--- src/rtl/pin_deck_sequencer.sv ---
// pin_deck_sequencer
// Turns raw pin-deck sensors and a ball-passed pulse into one roll pulse per
// ball, carrying the number of pins newly knocked down. Tracks frame and ball
// position (including the 10th-frame bonus balls), requests rack resets and,
// at game end, holds calculate_score for the downstream scorer.

module pin_deck_sequencer #(
    parameter int SETTLE_CYCLES = 16,
    parameter int RACK_CYCLES   = 32,
    parameter int SCORE_CYCLES  = 10
) (
    input  logic       clock,
    input  logic       reset,
    input  logic [9:0] pins_up,
    input  logic       ball_done,
    input  logic       new_game,
    output logic       roll,
    output logic [3:0] pin_count,
    output logic       calculate_score,
    output logic       rack_reset,
    output logic       game_start,
    output logic [3:0] frame,
    output logic [1:0] ball_in_frame,
    output logic       game_over,
    output logic       ball_ignored
);

    // State encoding
    localparam logic [2:0] ST_IDLE   = 3'd0;
    localparam logic [2:0] ST_SETTLE = 3'd1;
    localparam logic [2:0] ST_SAMPLE = 3'd2;
    localparam logic [2:0] ST_RACK   = 3'd3;
    localparam logic [2:0] ST_SCORE  = 3'd4;
    localparam logic [2:0] ST_DONE   = 3'd5;

    // One shared down-counter serves SETTLE, RACK and SCORE. SCORE loads one
    // extra count so that calculate_score rises only after the roll cycle.
    localparam int MAX_A = (SETTLE_CYCLES > RACK_CYCLES) ? SETTLE_CYCLES : RACK_CYCLES;
    localparam int MAX_B = (MAX_A > (SCORE_CYCLES + 1)) ? MAX_A : (SCORE_CYCLES + 1);
    localparam int CNT_W = $clog2(MAX_B + 1);

    localparam logic [CNT_W-1:0] SETTLE_LOAD = CNT_W'(SETTLE_CYCLES);
    localparam logic [CNT_W-1:0] RACK_LOAD   = CNT_W'(RACK_CYCLES);
    localparam logic [CNT_W-1:0] SCORE_LOAD  = CNT_W'(SCORE_CYCLES + 1);
    localparam logic [CNT_W-1:0] CNT_ONE     = CNT_W'(1);

    localparam logic [3:0] FIRST_FRAME = 4'd1;
    localparam logic [3:0] LAST_FRAME  = 4'd10;
    localparam logic [3:0] FULL_RACK   = 4'd10;
    localparam logic [9:0] ALL_PINS    = 10'h3FF;

    // Number of set bits in a 10-pin mask (result 0..10)
    function automatic logic [3:0] pop10(input logic [9:0] v);
        logic [3:0] c;
        c = 4'd0;
        for (int i = 0; i < 10; i++) begin
            c = c + {3'b000, v[i]};
        end
        return c;
    endfunction

    logic [2:0]       state_r;
    logic [CNT_W-1:0] cnt_r;
    logic [9:0]       standing_r;
    logic [9:0]       knocked_r;
    logic [3:0]       ball1_count_r;
    logic [3:0]       frame_r;
    logic [1:0]       ball_r;

    logic             roll_r;
    logic [3:0]       pin_count_r;
    logic             calc_r;
    logic             rack_reset_r;
    logic             game_start_r;
    logic             game_over_r;
    logic             ball_ignored_r;

    logic [3:0]       count_s;
    logic             strike_s;
    logic [4:0]       frame_sum_s;
    logic             adv_rack_s;
    logic             adv_end_s;
    logic [3:0]       nxt_frame_s;
    logic [1:0]       nxt_ball_s;

    // Pins knocked by the ball being reported, and frame-10 spare sum
    always_comb begin
        count_s     = pop10(knocked_r);
        strike_s    = (count_s == FULL_RACK);
        frame_sum_s = {1'b0, ball1_count_r} + {1'b0, count_s};
    end

    // Frame/ball advance decision applied when the roll is reported
    always_comb begin
        adv_rack_s  = 1'b0;
        adv_end_s   = 1'b0;
        nxt_frame_s = frame_r;
        nxt_ball_s  = ball_r;
        if (frame_r != LAST_FRAME) begin
            if (ball_r == 2'd1) begin
                if (strike_s) begin
                    adv_rack_s  = 1'b1;
                    nxt_frame_s = frame_r + 4'd1;
                    nxt_ball_s  = 2'd1;
                end else begin
                    nxt_ball_s  = 2'd2;
                end
            end else begin
                adv_rack_s  = 1'b1;
                nxt_frame_s = frame_r + 4'd1;
                nxt_ball_s  = 2'd1;
            end
        end else begin
            case (ball_r)
                2'd1: begin
                    adv_rack_s = strike_s;
                    nxt_ball_s = 2'd2;
                end
                2'd2: begin
                    if (ball1_count_r == FULL_RACK) begin
                        adv_rack_s = strike_s;
                        nxt_ball_s = 2'd3;
                    end else if (frame_sum_s == 5'd10) begin
                        adv_rack_s = 1'b1;
                        nxt_ball_s = 2'd3;
                    end else begin
                        adv_end_s  = 1'b1;
                    end
                end
                default: begin
                    adv_end_s = 1'b1;
                end
            endcase
        end
    end

    // Sequencer state machine with registered outputs
    always_ff @(posedge clock or posedge reset) begin
        if (reset) begin
            state_r        <= ST_IDLE;
            cnt_r          <= '0;
            standing_r     <= ALL_PINS;
            knocked_r      <= 10'd0;
            ball1_count_r  <= 4'd0;
            frame_r        <= FIRST_FRAME;
            ball_r         <= 2'd1;
            roll_r         <= 1'b0;
            pin_count_r    <= 4'd0;
            calc_r         <= 1'b0;
            rack_reset_r   <= 1'b0;
            game_start_r   <= 1'b0;
            game_over_r    <= 1'b0;
            ball_ignored_r <= 1'b0;
        end else begin
            // pulse outputs default low each cycle
            roll_r         <= 1'b0;
            pin_count_r    <= 4'd0;
            rack_reset_r   <= 1'b0;
            game_start_r   <= 1'b0;
            ball_ignored_r <= 1'b0;
            case (state_r)
                ST_IDLE: begin
                    if (ball_done) begin
                        state_r <= ST_SETTLE;
                        cnt_r   <= SETTLE_LOAD;
                    end else begin
                        state_r <= ST_IDLE;
                    end
                end
                ST_SETTLE: begin
                    ball_ignored_r <= ball_done;
                    if (cnt_r == CNT_ONE) begin
                        // settled: latch knocked pins; reappearing pins stay down
                        knocked_r  <= standing_r & ~pins_up;
                        standing_r <= standing_r & pins_up;
                        state_r    <= ST_SAMPLE;
                    end else begin
                        cnt_r      <= cnt_r - CNT_ONE;
                    end
                end
                ST_SAMPLE: begin
                    ball_ignored_r <= ball_done;
                    roll_r         <= 1'b1;
                    pin_count_r    <= count_s;
                    if (ball_r == 2'd1) begin
                        ball1_count_r <= count_s;
                    end else begin
                        ball1_count_r <= ball1_count_r;
                    end
                    frame_r <= nxt_frame_s;
                    ball_r  <= nxt_ball_s;
                    if (adv_end_s) begin
                        state_r <= ST_SCORE;
                        cnt_r   <= SCORE_LOAD;
                    end else if (adv_rack_s) begin
                        state_r      <= ST_RACK;
                        cnt_r        <= RACK_LOAD;
                        rack_reset_r <= 1'b1;
                        standing_r   <= ALL_PINS;
                    end else begin
                        state_r <= ST_IDLE;
                    end
                end
                ST_RACK: begin
                    ball_ignored_r <= ball_done;
                    if (cnt_r == CNT_ONE) begin
                        state_r <= ST_IDLE;
                    end else begin
                        cnt_r   <= cnt_r - CNT_ONE;
                    end
                end
                ST_SCORE: begin
                    ball_ignored_r <= ball_done;
                    if (cnt_r == CNT_ONE) begin
                        state_r     <= ST_DONE;
                        calc_r      <= 1'b0;
                        game_over_r <= 1'b1;
                    end else begin
                        calc_r      <= 1'b1;
                        cnt_r       <= cnt_r - CNT_ONE;
                    end
                end
                ST_DONE: begin
                    // ball_done is dropped silently here; new_game wins
                    if (new_game) begin
                        game_start_r <= 1'b1;
                        rack_reset_r <= 1'b1;
                        standing_r   <= ALL_PINS;
                        frame_r      <= FIRST_FRAME;
                        ball_r       <= 2'd1;
                        game_over_r  <= 1'b0;
                        state_r      <= ST_RACK;
                        cnt_r        <= RACK_LOAD;
                    end else begin
                        state_r      <= ST_DONE;
                    end
                end
                default: begin
                    state_r <= ST_IDLE;
                end
            endcase
        end
    end

    assign roll            = roll_r;
    assign pin_count       = pin_count_r;
    assign calculate_score = calc_r;
    assign rack_reset      = rack_reset_r;
    assign game_start      = game_start_r;
    assign frame           = frame_r;
    assign ball_in_frame   = ball_r;
    assign game_over       = game_over_r;
    assign ball_ignored    = ball_ignored_r;

endmodule

--- config.mk ---
export PLATFORM = sky130hd
export DESIGN_NAME = pin_deck_sequencer
export DESIGN_NICKNAME = d
export VERILOG_FILES = /design/src/rtl/pin_deck_sequencer.sv
export SDC_FILE = /design/constraint.sdc
export NUM_CORES = 1
export LEC_CHECK = 0
export CORE_ASPECT_RATIO = 0.9
export CORE_UTILIZATION = 55
export CTS_CLUSTER_DIAMETER = 30
export CTS_CLUSTER_SIZE = 30
export DETAILED_ROUTE_END_ITERATION = 8
export PLACE_DENSITY = 0.78
export SETUP_SLACK_MARGIN = 0.2
export SYNTH_ARGS = -nofsm -noshare
export SYNTH_HDL_FRONTEND = slang
export SYNTH_SLANG_ARGS = --single-unit
--- constraint.sdc ---
create_clock -name clock -period 5.8 [get_ports clock]
set_input_delay 1.16 -clock clock [delete_from_list [all_inputs] [get_ports clock]]
set_output_delay 1.16 -clock clock [all_outputs]
set_load 0.01 [all_outputs]
Word-level counts from Yosys, hierarchy flattened --
Cells that the tools add are included.
Storage, ports and cells: logic and storage cells 123, flip-flop bits (word level) 49, output and inout port bits 16
Cells by class: add/subtract/negate cells 12, eq/ne operators 25, bitwise gates (word level) 3, reductions and logical operators 15, multiplexer cells 54
Operator list (number):
- 10-bit two-way mux | 4
- 6-bit two-way mux | 5
- 10-bit case mux with 3 select lines | 1
- 4-bit by 1-bit adder with 4-bit output | 6
- 6-bit case mux with 4 select lines | 1
- 10-bit bitwise AND | 2
- 4-bit two-way mux | 5
- 1-bit two-way mux | 18
- 2-bit inequality test (second input constant) | 9
- 3-bit case mux with 6 select lines | 1
- 3-bit two-way mux | 5
- 2-bit two-way mux | 7
- 10-bit inverter | 1
- 5-bit AND reduction | 2
- 4-bit equality test (second input constant) | 2
- 4-bit inequality test (second input constant) | 2
- 1-bit case mux with 2 select lines | 4
- 2-bit case mux with 2 select lines | 2
- 4-bit case mux with 2 select lines | 1
- 4-bit AND reduction | 2
- 3-bit by 2-bit equality test with 1-bit output (second input constant) | 2
- 3-bit equality test (second input constant) | 2
- 6-bit by 1-bit equality test with 1-bit output (second input constant) | 1
- 3-bit inequality test (second input constant) | 2
- other kinds (19) | 22

Longest topological paths before layout --
Gate-level depths: netlist of the first run.
depth after elaboration 18, mapped depth 17, depth with buffers taken out 16

Worst setup path after synthesis of the first run --
No wires, ideal clock.
kind flip-flop to flip-flop, start point register knocked_r[0], end point register cnt_r[1], slack 1267 ps, buffers on the path 0, arrival time 4408 ps, required time 5675 ps, clock period less this slack 4533 ps, stages on the path, launching flop included 15, cell sequence dfrtp_1 -> fa_1 -> inv_1 -> fa_1 -> fa_1 -> inv_1 -> ha_1 -> fa_1 -> fa_1 -> and4bb_2 -> o311ai_2 -> o211ai_1 -> nand2_1 -> a21oi_4 -> mux2_4
Between the ends: word-level cells in the longest chain between the ends 17
RTL lines:
- start, declared | line 65 | logic [9:0] knocked_r;
- start signal, assigned | line 174 | knocked_r <= standing_r & ~pins_up;
- 1-bit by 1-bit adder with 2-bit output * | line 57 | c = c + {3'b000, v[i]};
- 2-bit by 1-bit adder with 3-bit output * | line 57
- 3-bit by 1-bit adder with 4-bit output * | line 57
- 4-bit by 1-bit adder with 4-bit output * (6 in series) | line 57
- net count_s[1] | line 78 | logic [3:0] count_s;
- 4-bit by 4-bit adder with 5-bit output | line 90 | frame_sum_s = {1'b0, ball1_count_r} + {1'b0, count_s};
- 5-bit by 4-bit equality test with 1-bit output | line 123 | end else if (frame_sum_s == 5'd10) begin
- 1-bit two-way mux | line 123
- 1-bit two-way mux | line 120 | if (ball1_count_r == FULL_RACK) begin
- 1-bit case mux with 2 select lines | line 114 | case (ball_r)
- 1-bit two-way mux | line 99 | if (frame_r != LAST_FRAME) begin
- 3-bit inequality test (no line) or 6-bit two-way mux (tied branches)
- 5-bit AND reduction (no line) or 6-bit case mux with 4 select lines (tied branches)
- end signal, assigned | line 178 | cnt_r <= cnt_r - CNT_ONE;
- end signal, assigned | line 209 | cnt_r <= cnt_r - CNT_ONE;
- end signal, assigned | line 220 | cnt_r <= cnt_r - CNT_ONE;
- end, declared | line 63 | logic [CNT_W-1:0] cnt_r;
The timed path passes the listed nets; every way through them passes the cells marked *. A chain may end at the register's enable or synchronous reset.

Final worst setup path of the first run --
start point register knocked_r[0], end point register standing_r[3]
Between the ends: word-level cells in the longest chain between the ends 17
RTL lines:
- 1-bit by 1-bit adder with 2-bit output * | line 57
- 2-bit by 1-bit adder with 3-bit output * | line 57
- 3-bit by 1-bit adder with 4-bit output * | line 57
- 4-bit by 1-bit adder with 4-bit output * (6 in series) | line 57
- net count_s[1] | line 78
- 4-bit by 4-bit adder with 5-bit output | line 90
- 5-bit by 4-bit equality test with 1-bit output | line 123
- 1-bit two-way mux | line 123
- 1-bit two-way mux | line 120
- 1-bit case mux with 2 select lines | line 114
- 1-bit two-way mux | line 99
- 2-bit inequality test (no line)
- 5-bit AND reduction (no line) *
- end signal, assigned | line 175 | standing_r <= standing_r & pins_up;
- end, declared | line 64 | logic [9:0] standing_r;
Marks and branches as above.

==> results.md, run 1 <==
- Chip Height: 70.2 µm
- Count of final setup violators: 0
- Synthesized-area fraction occupied by and/or/nand/nor cells: 17.3%
- Leftover overflow at the end of global routing: 0
- Number of hold-repair buffers added at the cts stage: 0
- Clock slew at the register clock pins of the worst setup and hold paths: 0.10 ns
- Number of standard cells after synthesis: 268
- Proportion of layout cells with a drive suffix above 1: 19.1%
- Post-DP HPWL: 3.96 mm
- Nets: 330
- Count of vias placed by the detailed router: 2058
- Number of enable flip-flop cells after synthesis: 0
- Fraction of the yosys area taken by sequential cells: 43.6%
- Most frequent standard cell in the layout excluding fill and tap cells: sky130_fd_sc_hd__dfrtp_1
- Final Hold Viols: 0
- Starting utilization of the core area: 58.1%
- Total Die Area: 0.00546 mm²
- Pre-antenna DRT Iters: 4
- Post-synthesis mux area share: 2.60%
- Number of port buffers: 29
- Arr. time, crit path: 5.27 ns
- Share of synthesized cell area in full adder, half adder and majority cells: 10.2%
- Total I/O pin count: 30
- FMAX: 199 MHz
- Most frequent cells in the layout: sky130_fd_sc_hd__dfrtp_1, sky130_fd_sc_hd__clkdlybuf4s50_1, sky130_fd_sc_hd__inv_1, sky130_fd_sc_hd__o21ai_0, sky130_fd_sc_hd__nand2_1
- TritonCTS clock tree: yes
- Combinational family with the most area after synthesis: compound AO/OA/AOI/OAI gates
- Number of cells upsized or downsized after cts: 0
- Post-detailed-route DRC marker count: 0
- Slew Limit Fails: 0
- DRT iter0 DRCs: 91
- Number of antenna violations at the first check in global routing: 0
- Proportion of synthesized flip-flops having asynchronous set or reset: 100%
- Via count of the first global-routing pass: 1983
- Kind of capture point of the worst setup path: register
- Hold Crit Class: reg -> reg
- Number of unique standard cell types used by synthesis: 67
- Wire per inst: 15.1 µm
- Worst setup SP type: register
- Clock period minus final worst setup slack: 5.03 ns
- Complex-gate fraction of the synthesized area: 19.8%
- Sink count of the clock tree: 49
- Buffer type at the clock tree root: sky130_fd_sc_hd__clkbuf_8
- Maximum fanout along the worst path: 12
- Top_reg_cell synth: sky130_fd_sc_hd__dfrtp_1
- Standard-cell row count: 24
- Core area: 0.00489 mm²
- Area added between synthesis and finish: 15.3%
- Transition at the pin with the smallest max-transition slack: 0.996 ns
- Mapped cell area: 0.00284 mm²
- Clock buffer depth: 2
- Outcome: finished clean
- Max transition margin: 33.5%
- Max Cap Viol: 0
- Share of the clock period used by the worst path after layout: 86.6%
- Xor/xnor cell area share of the yosys netlist: 0.924%
- Synthesis-stage register bit count: 49
- First-pass GRT wire length: 9.41 mm
- Worst Setup Path Type: reg -> reg
- Clock insertion delay at the later pin of the skew report: 0.31 ns
- Final wirelength: 5.50 mm
- H-tree level count: 2
- Total Neg Setup Slack: 0 ns
- Post-Synthesis Mean Instance Area: 10.6 µm²
- Clock buffer count from CTS: 5
- Global Route Usage Sum: 22.2%
- Maximum clock skew at final layout: 0.00935 ns
- Pin count of the biggest net entering global routing: 50
- Post-DR vias/cell: 5.67
- Net count after synthesis: 301
- Width of the die: 77.8 µm
- Critical path data required time: 6.05 ns
- Weighted congestion reported at the end of routability-driven placement: 0.829
- Syn. warnings: 0
- Post CTS Setup Buffer Count: 0
- Remaining number of nets flagged by the antenna check after routing: 0
- Unrepaired setup endpoints after global routing: false
- N_diodes: 0
-- sequential cells by signal, summed over array words and instances (netlist names) --
register / cells
ball1_count_r: 4
ball_ignored: 1
ball_in_frame: 2
calculate_score: 1
cnt_r: 6
frame: 4
game_over: 1
game_start: 1
knocked_r: 10
pin_count: 4
rack_reset: 1
roll: 1
standing_r: 10
state_r: 3
-- cells in the mapped netlist (2+ instances only) --
library cell               number  area [µm²]
sky130_fd_sc_hd__nand2b_1      11        68.8
sky130_fd_sc_hd__xor2_1         2        17.5
sky130_fd_sc_hd__dfrtp_1       37         926
sky130_fd_sc_hd__o31ai_2        9         113
sky130_fd_sc_hd__nand3b_1      11        82.6
sky130_fd_sc_hd__inv_1         26        97.6
sky130_fd_sc_hd__o21ai_0       23         115
sky130_fd_sc_hd__a21oi_1        8        40.0
sky130_fd_sc_hd__o21ai_2        2        17.5
sky130_fd_sc_hd__o211ai_1       2        15.0
sky130_fd_sc_hd__o31a_1         2        17.5
sky130_fd_sc_hd__dfstp_2       12         315
sky130_fd_sc_hd__and2_1         4        25.0
sky130_fd_sc_hd__a21boi_0       2        15.0
sky130_fd_sc_hd__nor2_1        12        45.0
sky130_fd_sc_hd__nand3_1        2        10.0
sky130_fd_sc_hd__nor3_1         6        30.0
sky130_fd_sc_hd__mux2_4         2        30.0
sky130_fd_sc_hd__buf_2          3        15.0
sky130_fd_sc_hd__fa_1           7         140
sky130_fd_sc_hd__nand2_1       20        75.1
sky130_fd_sc_hd__nor2b_1        2        12.5
sky130_fd_sc_hd__ha_1          12         150
sky130_fd_sc_hd__a211oi_1       3        22.5
sky130_fd_sc_hd__o221ai_1       2        17.5
sky130_fd_sc_hd__clkbuf_1       3        11.3
sky130_fd_sc_hd__mux2_2         3        33.8
-- critical path, cell delays in order (launching register included) --
cell and delay, ns:
sky130_fd_sc_hd__dfrtp_1 0.41, sky130_fd_sc_hd__fa_1 0.53, sky130_fd_sc_hd__inv_1 0.05, sky130_fd_sc_hd__fa_1 0.47, sky130_fd_sc_hd__fa_1 0.49, sky130_fd_sc_hd__inv_1 0.04, sky130_fd_sc_hd__ha_1 0.21, sky130_fd_sc_hd__fa_1 0.55
sky130_fd_sc_hd__fa_1 0.54, sky130_fd_sc_hd__and4bb_2 0.23, sky130_fd_sc_hd__o311ai_2 0.13, sky130_fd_sc_hd__o211ai_1 0.29, sky130_fd_sc_hd__a21oi_2 0.08, sky130_fd_sc_hd__buf_4 0.20, sky130_fd_sc_hd__a21oi_1 0.53, sky130_fd_sc_hd__nand2b_1 0.20
-- metrics by stage --
stage | hold WS, ns | util, % | cells | area [µm²] | setup WS (ns)
finish | 0.476 | 67.0 | 363 | 3280 | 0.775
global route | 0.487 | 67.0 | 363 | 3280 | 0.475
CTS | 0.478 | 67.0 | 363 | 3280 | 0.735
detailed placement | 0.463 | 65.1 | 355 | 3190 | 0.768
global placement | 0.458 | 65.1 | 355 | 3190 | 0.892
floorplan | 0.451 | - | 268 | 2840 | 1.27
-- path summary, 6_finish.rpt --
check	depth (start not counted)	to	slack (ns)	startpoint
min in group asynchronous	2	pin_count[1]$_DFF_PP0_	1.41	reset
min reg2reg	2	standing_r[9]$_DFFE_PP1P_	0.48	standing_r[9]$_DFFE_PP1P_
max reg2reg	15	standing_r[3]$_DFFE_PP1P_	0.77	knocked_r[0]$_DFFE_PP0P_
min	2	standing_r[9]$_DFFE_PP1P_	0.48	standing_r[9]$_DFFE_PP1P_
max	15	standing_r[3]$_DFFE_PP1P_	0.77	knocked_r[0]$_DFFE_PP0P_
max in group asynchronous	2	calculate_score$_DFFE_PP0N_	3.78	reset
-- layer usage --
layer  GRT usage, %  share of wire (%)  up-vias
met5              0                  0        -
met4           7.13               0.95        0
met3           4.31                3.5        5
met2           35.1                 49       36
met1           30.6                 47     1018
li1               -                  -      999
-- layout make-up --
class | count | area (µm²)
flip-flops and latches | 49 | 1240
clock inverters | 3 | 22.5
well taps | 65 | 81.3
clock buffers | 5 | 68.8
multi-input cells | 182 | 1450
inverters | 28 | 110
repair buffers | 31 | 305
fillers | 378 | 1620
-- cell families (layout without fill, tap and decap cells) --
kind of cell,count (synthesis),in the layout
xor gates and xnor gates,3,3
AOI/OAI and AO/OA,71,71
and+or+nand+nor,83,83
DFF,49,49
muxes,6,6
adders and majority gates,19,19
buffers and inverters,37,67
Power of run 1 is not shown: default switching activity piles up to over one toggle a cycle in this logic, so the estimate is an artifact.
==> run 2: changes to the inputs <==
--- a/config.mk
+++ b/config.mk
@@ -12,6 +12,7 @@
 export DETAILED_ROUTE_END_ITERATION = 8
 export PLACE_DENSITY = 0.78
 export SETUP_SLACK_MARGIN = 0.2
+export SKIP_CTS_REPAIR_TIMING = 1
 export SYNTH_ARGS = -nofsm -noshare
 export SYNTH_HDL_FRONTEND = slang
 export SYNTH_SLANG_ARGS = --single-unit
==> results of run 2 <==
No change in the layout: final DEF, timing and power equal those of run 1.
Power of run 2 is left out for the same reason.
==> run 3: changes to the inputs <==
--- a/config.mk
+++ b/config.mk
@@ -5,6 +5,8 @@
 export SDC_FILE = /design/constraint.sdc
 export NUM_CORES = 1
 export LEC_CHECK = 0
+export ABC_AREA = 1
+export CAP_MARGIN = 20
 export CORE_ASPECT_RATIO = 0.9
 export CORE_UTILIZATION = 55
 export CTS_CLUSTER_DIAMETER = 30
==> run 3 against run 2 <==
  * Sequential cell count unchanged
  * Synthesized cell count up 28%
  * First-iteration DRC count up 9.9%
  * Count of clock-buffer cells in the layout up 2
  * Highest routed layer unchanged
  * Critical path type unchanged
  * Via count up 12%
  * Worst hold slack worse by 0.0014 ns
  * Final area up 0.57%
  * Die area down 0.38%
  * Utilization up 0.38 points
  * Clock skew down 0.0040 ns
  * Fmax up 5.9%
==> results.md, run 3 <==
- Global Route Usage Sum: 22.5%
- Wire per inst: 12.5 µm
- Buffer type at the clock tree root: sky130_fd_sc_hd__clkbuf_8
- Starting utilization of the core area: 57.9%
- Number of enable flip-flop cells after synthesis: 0
- Total Die Area: 0.00544 mm²
- Maximum fanout along the worst path: 12
- Via count of the first global-routing pass: 2213
- Critical path data required time: 6.04 ns
- Top_reg_cell synth: sky130_fd_sc_hd__dfrtp_1
- Width of the die: 77.7 µm
- Max transition margin: 72.4%
- Number of unique standard cell types used by synthesis: 39
- Post-Synthesis Mean Instance Area: 8.26 µm²
- Finished Cell Area: 0.00330 mm²
- Fill count: 411
- Chip Height: 70.1 µm
- Nets: 408
- Post-DP HPWL: 4.12 mm
- Post-DR vias/cell: 5.21
- Proportion of synthesized flip-flops having asynchronous set or reset: 100%
- Slew Limit Fails: 0
- FMAX: 211 MHz
- Pre-antenna DRT Iters: 4
- Fraction of the yosys area taken by sequential cells: 43.8%
- Net count after synthesis: 376
- Placed cell areas: 0.00318 mm²
- Cell family with the largest share of critical-path delay: adder cells
- Number of cells traversed by the worst hold path: 2
- Worst R2R Path Depth: 21
- Proportion of layout cells with a drive suffix above 1: 12.0%
- Post-detailed-route DRC marker count: 0
- Pin count of the biggest net entering global routing: 50
- Syn. warnings: 0
- Number of standard cells after synthesis: 343
- Leftover overflow at the end of global routing: 0
- Remaining number of nets flagged by the antenna check after routing: 0
- Worst setup SP type: register
- TritonCTS clock tree: yes
- Total power density per cell area: 613 mW/mm²
- Clock buffer count from CTS: 5
- Area added between synthesis and finish: 16.4%
- Sink count of the clock tree: 49
- Most numerous cell on the critical path: sky130_fd_sc_hd__nand2_1
- First-pass GRT wire length: 9.71 mm
- Slowest stage cell, crit path: sky130_fd_sc_hd__fa_1
- Most frequent cell after synthesis: sky130_fd_sc_hd__nand2_1
- Register-to-register setup slack: 1.05 ns
- Yosys top cell area share: 32.7%
- N_diodes: 0
- Max Cap Viol: 0
- Largest stage delay, worst path: 0.54 ns
- Weighted congestion reported at the end of routability-driven placement: 0.841
- Cell type contributing the most total cell area after synthesis: sky130_fd_sc_hd__dfrtp_1
- Arr. time, crit path: 4.98 ns
- Number of antenna violations at the first check in global routing: 0
- Synthesis-stage register bit count: 49
- Clock insertion delay at the later pin of the skew report: 0.30 ns
- Launch instance of the worst register-to-register path: knocked_r[0]$_DFFE_PP0P_
- Most frequent standard cell in the layout excluding fill and tap cells: sky130_fd_sc_hd__nand2_1
- Clock slew at the register clock pins of the worst setup and hold paths: 0.09 ns
- Outcome: finished clean
- Hold Path End: standing_r[3]$_DFFE_PP1P_
- Critical path cell sequence: fa_1 -> inv_1 -> fa_1 -> fa_1 -> inv_1 -> ha_1 -> fa_1 -> fa_1 -> inv_1 -> nor2_1 -> nand3b_1 -> nor2_1 -> nand2_1 -> nand2_1 -> nand2_1 -> nand2_1 -> nand2_1 -> nand3_1 -> nand2_2 -> nand2_1 -> nand2_1
- Unrepaired setup endpoints after global routing: false
- Most instantiated cells after synthesis: sky130_fd_sc_hd__nand2_1, sky130_fd_sc_hd__inv_1, sky130_fd_sc_hd__dfrtp_1
- R2R Path End: standing_r[6]$_DFFE_PP1P_
- H-tree level count: 2
- Core area: 0.00489 mm²
- Kind of capture point of the worst setup path: register
- Worst Setup Path Type: reg -> reg
- Count of final setup violators: 0
- Final wirelength: 5.53 mm
- Final Hold Viols: 0
- Total Neg Setup Slack: 0 ns
- Post-layout utilization of the core: 67.4%
- Transition at the pin with the smallest max-transition slack: 0.412 ns
- Clock period minus final worst setup slack: 4.75 ns
- Clock buffer depth: 2
- Most frequent cells in the layout: sky130_fd_sc_hd__nand2_1, sky130_fd_sc_hd__inv_1, sky130_fd_sc_hd__dfrtp_1, sky130_fd_sc_hd__clkdlybuf4s50_1, sky130_fd_sc_hd__nor2_1
- Share of the clock period used by the worst path after layout: 81.8%
- Hold Crit Class: reg -> reg
- Count of vias placed by the detailed router: 2296
- Dominant cells by area after synthesis: sky130_fd_sc_hd__dfrtp_1, sky130_fd_sc_hd__nand2_1, sky130_fd_sc_hd__dfstp_2
- Mapped cell area: 0.00283 mm²
- Number of port buffers: 29
- Biggest regs: knocked_r (10), standing_r (10), cnt_r (6)
- Total I/O pin count: 30
- DRT iter0 DRCs: 100
- Leakage Power: 1.67 nW
- Maximum clock skew at final layout: 0.00533 ns
- Maximum VDD drop: 0.417 mV
- Worst Path Buf+Inv: 3
- Standard-cell row count: 24
- Hold_sp: standing_r[3]$_DFFE_PP1P_
==> run 3: cell types whose count changed after synthesis, moves of 3 or more <==
cell / previous run / this run
sky130_fd_sc_hd__nand2_1: 20 / 91
sky130_fd_sc_hd__nand2_2: 0 / 6
sky130_fd_sc_hd__o31ai_2: 9 / 0
sky130_fd_sc_hd__and2_1: 4 / 0
sky130_fd_sc_hd__inv_1: 26 / 46
sky130_fd_sc_hd__nor3_1: 6 / 2
sky130_fd_sc_hd__nand2b_1: 11 / 0
sky130_fd_sc_hd__mux2_2: 3 / 0
sky130_fd_sc_hd__nand3_1: 2 / 24
sky130_fd_sc_hd__inv_2: 1 / 7
sky130_fd_sc_hd__a211oi_1: 3 / 0
sky130_fd_sc_hd__a21oi_1: 8 / 5
sky130_fd_sc_hd__nor2_1: 12 / 26
==> run 3: layout make-up <==
class                           instances  area [µm²]  area share, %
Clock buffer                            7        96.3           2.92
Clock inverter                          1        5.00          0.152
Inverter                               53         199           6.03
Multi-Input combinational cell        235        1360           41.1
Sequential cell                        49        1240           37.6
Tap cell                               65        81.3           2.47
Timing Repair Buffer                   31         318           9.64
==> run 3: logic make-up after synthesis <==
logic type                 count (synthesis)  synth area share [%]
and+or+nand+nor                          173                  28.4
adders and majority gates                 19                  10.2
DFF                                       49                  43.8
xor gates and xnor gates                   3                 0.928
buffers and inverters                     59                  8.30
AOI/OAI and AO/OA                         40                  8.30
==> run 3: worst max path at each step <==
stage | depth (start not counted) | end | start
after global routing | 21 | standing_r[8]$_DFFE_PP1P_ | knocked_r[0]$_DFFE_PP0P_
after floorplan | 20 | cnt_r[0]$_DFFE_PP0P_ | knocked_r[0]$_DFFE_PP0P_
after detailed placement | 21 | standing_r[6]$_DFFE_PP1P_ | knocked_r[0]$_DFFE_PP0P_
after CTS | 21 | standing_r[6]$_DFFE_PP1P_ | knocked_r[0]$_DFFE_PP0P_
after global placement | 21 | standing_r[5]$_DFFE_PP1P_ | knocked_r[0]$_DFFE_PP0P_
final | 21 | standing_r[6]$_DFFE_PP1P_ | knocked_r[0]$_DFFE_PP0P_
==> run 3: per-layer routing <==
layer / track usage (%) / up-vias / wire length, µm
met5: 0 / - / 0
met4: 7.76 / 0 / 86
met3: 4.05 / 9 / 163
met2: 35.8 / 37 / 2590
met1: 30.9 / 1100 / 2690
li1: - / 1150 / -
==> run 3: per-stage QoR <==
step	instances	hold WS, ns	setup WS, ns	power [mW]
floorplan	343	0.449	1.55	1.51
global placement	432	0.458	1.19	1.75
detailed placement	432	0.465	1.08	1.82
CTS	440	0.477	1.05	2.04
global route	441	0.491	0.771	2.25
finish	441	0.474	1.05	2.02
==> run 3: power by group <==
group | internal (mW) | switching [mW] | leakage [nW]
logic | 0.510 | 0.730 | 1.01
registers | 0.472 | 0.0934 | 0.601
clock network | 0.108 | 0.110 | 0.0542
total | 1.09 | 0.933 | 1.67
==> run 3: worst reg2reg max path: stages (launching register included) <==
cell	delay [ns]
sky130_fd_sc_hd__dfrtp_1	0.42
sky130_fd_sc_hd__fa_1	0.54
sky130_fd_sc_hd__inv_1	0.06
sky130_fd_sc_hd__fa_1	0.46
sky130_fd_sc_hd__fa_1	0.50
sky130_fd_sc_hd__inv_1	0.05
sky130_fd_sc_hd__ha_1	0.20
sky130_fd_sc_hd__fa_1	0.52
sky130_fd_sc_hd__fa_1	0.53
sky130_fd_sc_hd__inv_1	0.04
sky130_fd_sc_hd__nor2_1	0.08
sky130_fd_sc_hd__nand3b_1	0.08
sky130_fd_sc_hd__nor2_1	0.09
sky130_fd_sc_hd__nand2_1	0.06
sky130_fd_sc_hd__nand2_1	0.05
sky130_fd_sc_hd__nand2_1	0.11
sky130_fd_sc_hd__nand2_1	0.08
sky130_fd_sc_hd__nand2_1	0.08
sky130_fd_sc_hd__nand3_1	0.32
sky130_fd_sc_hd__nand2_2	0.25
sky130_fd_sc_hd__nand2_1	0.12
sky130_fd_sc_hd__nand2_1	0.06
(Power assumes the default switching activity.)
==> edit 1, RTL diff (flow settings as in run 2) <==
Reset style: synchronous (`reset`), changed in one clocked block.
--- a/src/rtl/pin_deck_sequencer.sv
+++ b/src/rtl/pin_deck_sequencer.sv
@@ -135,7 +135,7 @@
     end
 
     // Sequencer state machine with registered outputs
-    always_ff @(posedge clock or posedge reset) begin
+    always_ff @(posedge clock) begin
         if (reset) begin
             state_r        <= ST_IDLE;
             cnt_r          <= '0;
Function: differs if reset is asserted again (counterexample within 4 cycles, from zero or initial values and one cycle with reset high); with reset held inactive, the same outputs for 10 cycles.
==> edit 1 against run 2 <==
- core utilization shrank 0.33 points
- worst setup slack gained 180 ps
- area after synthesis shrank 0.40%
- via count grew 17%
- design area shrank 0.50%
- critical path depth shrank 1
- first-iteration DRC count grew 41%
- wire length grew 13%
- sequential cell count is the same
Power is left out: it rests on default switching activity, and per cell area and clock period it moved more than threefold.
==> edit 1: results (changes against run 2) <==
Parameter                              Value

STA
  Post-route clock period utilization ... 83.5% (-3.1 points)
  Maximum clock skew at final layout ... 7.81 ps (-1.53 ps)
  Transition time of the tightest slew-check pin ... 871 ps (-124 ps)
  WHS ... 499 ps (+22.9 ps)

GRT
  Met2 Resource Use GR ... 36.9% (+1.8 points)
  Met3 track utilization from global routing ... 3.92% (-0.39 points)
  Number of global-route vias before repair ... 2,163 (+9.1%)
  Pin count of the biggest net entering global routing ... 25 (-50%)
  Global router's overall resource usage ... 24.6% (+2.4 points)
  Met1 routing resource usage after global routing ... 35.5% (+4.9 points)

Min path
  Capture endpoint of the worst hold path ... standing_r[5]

Cells and area
  Signal buffers ... 30 (-3.2%)
  Share of final-layout standard cells stronger than drive strength 1 ... 10.4% (-8.8 points)
  Clock network area share ... 4.10% (+1.3 points)
  Fraction of area in multi-input gates ... 51.6% (+7.4 points)
  Flip-flop and latch area ... 981 µm² (-21%)
  Synth-to-Final Area Change ... 15.2%
  Logic inverters ... 23 (-18%)
  Multi-input gates ... 237 (+30%)

Detailed routing
  Per-cell routed wire length ... 15.1 µm (-0.48%)
  Met1 Wirelength ... 3070 µm (+19%)
  Via density ... 5.85 (+3.3%)
  Wire length on met3 ... 293 µm (+54%)
  Number of DRC violations after detailed-routing iteration 0 ... 128 (+41%)
  Total routed wirelength ... 6210 µm (+13%)

Synth
  Post-synthesis sequential area ratio ... 34.6% (-9.0 points)
  Mean instance size in the synthesized netlist ... 8.72 µm² (-18%)
  Post-Synthesis Cells ... 325 (+21%)
  Most frequent cells after synthesis ... sky130_fd_sc_hd__a21oi_1 (49), sky130_fd_sc_hd__dfxtp_1 (49), sky130_fd_sc_hd__nor2_1 (36)
  Leading cell types by total area after synthesis ... sky130_fd_sc_hd__dfxtp_1 (35%), sky130_fd_sc_hd__a21oi_1 (8.7%), sky130_fd_sc_hd__ha_1 (5.3%)
  Count of unique library cells instantiated by Yosys ... 65 (-3.0%)
  Fraction of synthesis flops using an asynchronous set or reset pin ... 0% (-100 points)

Status
  Status ... finished, final reports clean

Placed design
  Pre-CTS setup slack ... 992 ps (+225 ps)
  Routability Congestion ... 0.837 (+1.0%)
  Final HPWL from detailed placement ... 4460 µm (+13%)
  Placed instance count ... 404 (+14%)

Critical path
  Cells on worst reg2reg path ... 14 (-1)
  Critical path arrival ... 5080 ps (-190 ps)
  Reg-to-reg startpoint ... knocked_r[0]
  Slack of the worst reg-to-reg path ... 960 ps (+180 ps)
-- edit 1: changes by cell type after synthesis, moves of 9 or more --
cell,delta
sky130_fd_sc_hd__dfstp_2,-12
sky130_fd_sc_hd__nand3b_1,-9
sky130_fd_sc_hd__dfrtp_1,-37
sky130_fd_sc_hd__dfxtp_1,+49
sky130_fd_sc_hd__nor3b_2,+10
sky130_fd_sc_hd__a21oi_1,+41
sky130_fd_sc_hd__nor4_1,+10
sky130_fd_sc_hd__o21ai_0,-15
sky130_fd_sc_hd__nor2_1,+24
sky130_fd_sc_hd__o31ai_2,-9
-- edit 1: critical path, cell delays in order (launching register included) --
cell and delay [ps]:
sky130_fd_sc_hd__dfxtp_1 340, sky130_fd_sc_hd__fa_1 500, sky130_fd_sc_hd__fa_1 510, sky130_fd_sc_hd__inv_1 50, sky130_fd_sc_hd__fa_1 470, sky130_fd_sc_hd__inv_1 40
sky130_fd_sc_hd__ha_1 190, sky130_fd_sc_hd__fa_1 550, sky130_fd_sc_hd__inv_1 100, sky130_fd_sc_hd__fa_1 460, sky130_fd_sc_hd__o311ai_1 480, sky130_fd_sc_hd__nand3_1 220
sky130_fd_sc_hd__a32oi_2 560, sky130_fd_sc_hd__a21oi_1 150, sky130_fd_sc_hd__a21oi_1 140
-- edit 1: kinds of logic (layout without fill, tap and decap cells) --
| kind of cell | after synthesis | in the layout | synth area share (%) |
|---|---|---|---|
| compound gates | 89 | 89 | 20.4 |
| mux | 4 | 4 | 1.59 |
| simple gates | 118 | 118 | 25.0 |
| buf+inv | 39 | 61 | 6.01 |
| xor+xnor | 7 | 7 | 2.16 |
| fa+ha+maj | 19 | 19 | 10.2 |
| flops | 49 | 49 | 34.6 |
==> edit 2, RTL diff (flow settings as in run 2) <==
Without the edit above. `RACK_CYCLES`: 32 -> 64.
--- a/src/rtl/pin_deck_sequencer.sv
+++ b/src/rtl/pin_deck_sequencer.sv
@@ -6,7 +6,7 @@
 
 module pin_deck_sequencer #(
     parameter int SETTLE_CYCLES = 16,
-    parameter int RACK_CYCLES   = 32,
+    parameter int RACK_CYCLES   = 64,
     parameter int SCORE_CYCLES  = 10
 ) (
     input  logic       clock,
Formal check against the unedited RTL: same outputs for any inputs over 10 cycles, from zero or initial values and one cycle with reset high; that may be too few to reach the edited logic, so the function may still have changed.
==> edit 2 against run 2 <==
- design area is 2.6% lower
- count of clock-buffer cells in the layout up 1
- sequential cell count rose by 1
- area after synthesis down 1.8%
- wire length increased by 2.0%
- worst setup slack gained 35 ps
- via count is 1.7% higher
- critical endpoint is now standing_r[4]
Power is left out: it rests on default switching activity, and per cell area and clock period it moved more than threefold.
==> edit 2: results (changes against run 2) <==
Parameter                              Value

Status
  Status ... finished, final reports clean

Critical path
  Critical path arrival ... 5240 ps (-30 ps)
  Critical path fanouts, max ... 12 (unchanged)
  Reg-to-reg startpoint ... knocked_r[5]

Cells and area
  Final #Nets ... 339 (+2.7%)
  Registers with the most flip-flops ... knocked_r (10), standing_r (10), cnt_r (7)
  Share of final-layout standard cells stronger than drive strength 1 ... 11.1% (-8.1 points)
  Filler cells ... 412 (+9.0%)

GRT
  Number of global-route vias before repair ... 2,062 (+4.0%)
  Wire length of the first global-routing pass ... 9850 µm (+4.6%)
  Pin count of the biggest net entering global routing ... 51 (+2.0%)
  Global router's overall resource usage ... 23.5% (+1.4 points)

Placed design
  Routability Congestion ... 0.798 (-3.8%)
  Final HPWL from detailed placement ... 4190 µm (+5.8%)
  Port bufs ... 29 (unchanged)

Detailed routing
  Via density ... 5.62 (-0.81%)
  Antenna Nets Post-Route ... 0 (unchanged)
  Per-cell routed wire length ... 15.1 µm (-0.43%)
  Number of DRC violations after detailed-routing iteration 0 ... 158 (+74%)

Synth
  Nets in the synthesized netlist ... 312 (+3.7%)
  Most used flip-flop cell after synthesis ... sky130_fd_sc_hd__dfrtp_1
  Post-synthesis sequential area ratio ... 45.3% (+1.7 points)
  Leading cell types by total area after synthesis ... sky130_fd_sc_hd__dfrtp_1 (34%), sky130_fd_sc_hd__dfstp_2 (11%), sky130_fd_sc_hd__ha_1 (5.4%)
  Most frequent cells after synthesis ... sky130_fd_sc_hd__dfrtp_1 (38), sky130_fd_sc_hd__nand2_1 (33), sky130_fd_sc_hd__o21ai_0 (25)
  Count of unique library cells instantiated by Yosys ... 50 (-25%)

Min path
  Hold Startpoint ... standing_r[3]

STA
  Transition time of the tightest slew-check pin ... 1030 ps (+34.7 ps)
  Maximum clock skew at final layout ... 8.22 ps (-1.13 ps)
-- edit 2: logic make-up (layout without fill, tap and decap cells) --
kind of cell | count (synthesis) | count (layout) | synth area share [%]
AND/OR/NAND/NOR | 100 | 100 | 19.0
AO/OA/AOI/OAI | 68 | 68 | 16.4
buffers and inverters | 33 | 61 | 5.64
flip-flops | 50 | 50 | 45.3
adder cells (fa/ha/maj) | 19 | 19 | 10.4
XOR/XNOR | 4 | 4 | 1.25
multiplexers | 5 | 5 | 1.97
-- edit 2: final cells by class --
class / instances / area, µm² / area share (%)
clock buffer: 6 / 82.6 / 2.59
clock inverter: 2 / 12.5 / 0.392
inverter: 24 / 90.1 / 2.82
multi-input combinational: 196 / 1370 / 42.9
sequential: 50 / 1270 / 39.7
tap: 65 / 81.3 / 2.55
timing repair buffer: 29 / 290 / 9.09
-- edit 2: routing by layer --
layer	track usage (%)	vias to the layer above	routed length, µm
met5	0	-	0
met1	32.3	1020	2560
met4	7.34	0	68
li1	-	1026	-
met2	38.6	39	2820
met3	3.68	7	152
-- edit 2: path summary, 6_finish.rpt --
check	end	slack, ps	depth (start not counted)
worst max-delay path	standing_r[4]	810	14
worst min-delay path	standing_r[3]	480	2
worst max register to register	standing_r[4]	810	14
worst min register to register	standing_r[3]	480	2
max in group asynchronous	roll	3750	2
min in group asynchronous	knocked_r[1]	1410	2
-- edit 2: worst min-delay path, cell delays in order (launching register included) --
cell and delay, ps:
sky130_fd_sc_hd__dfstp_2 380, sky130_fd_sc_hd__o21ai_0 60, sky130_fd_sc_hd__nand2_1 50
-- edit 2: metrics by stage --
stage	hold slack, ps	instances	area [µm²]	setup slack [ps]	utilization, %
detailed placement	470	364	3100	805	63.7
CTS	486	372	3190	784	65.6
global placement	463	364	3100	988	63.7
floorplan	450	279	2790	1190	-
global route	505	372	3190	482	65.6
finish	485	372	3190	810	65.6
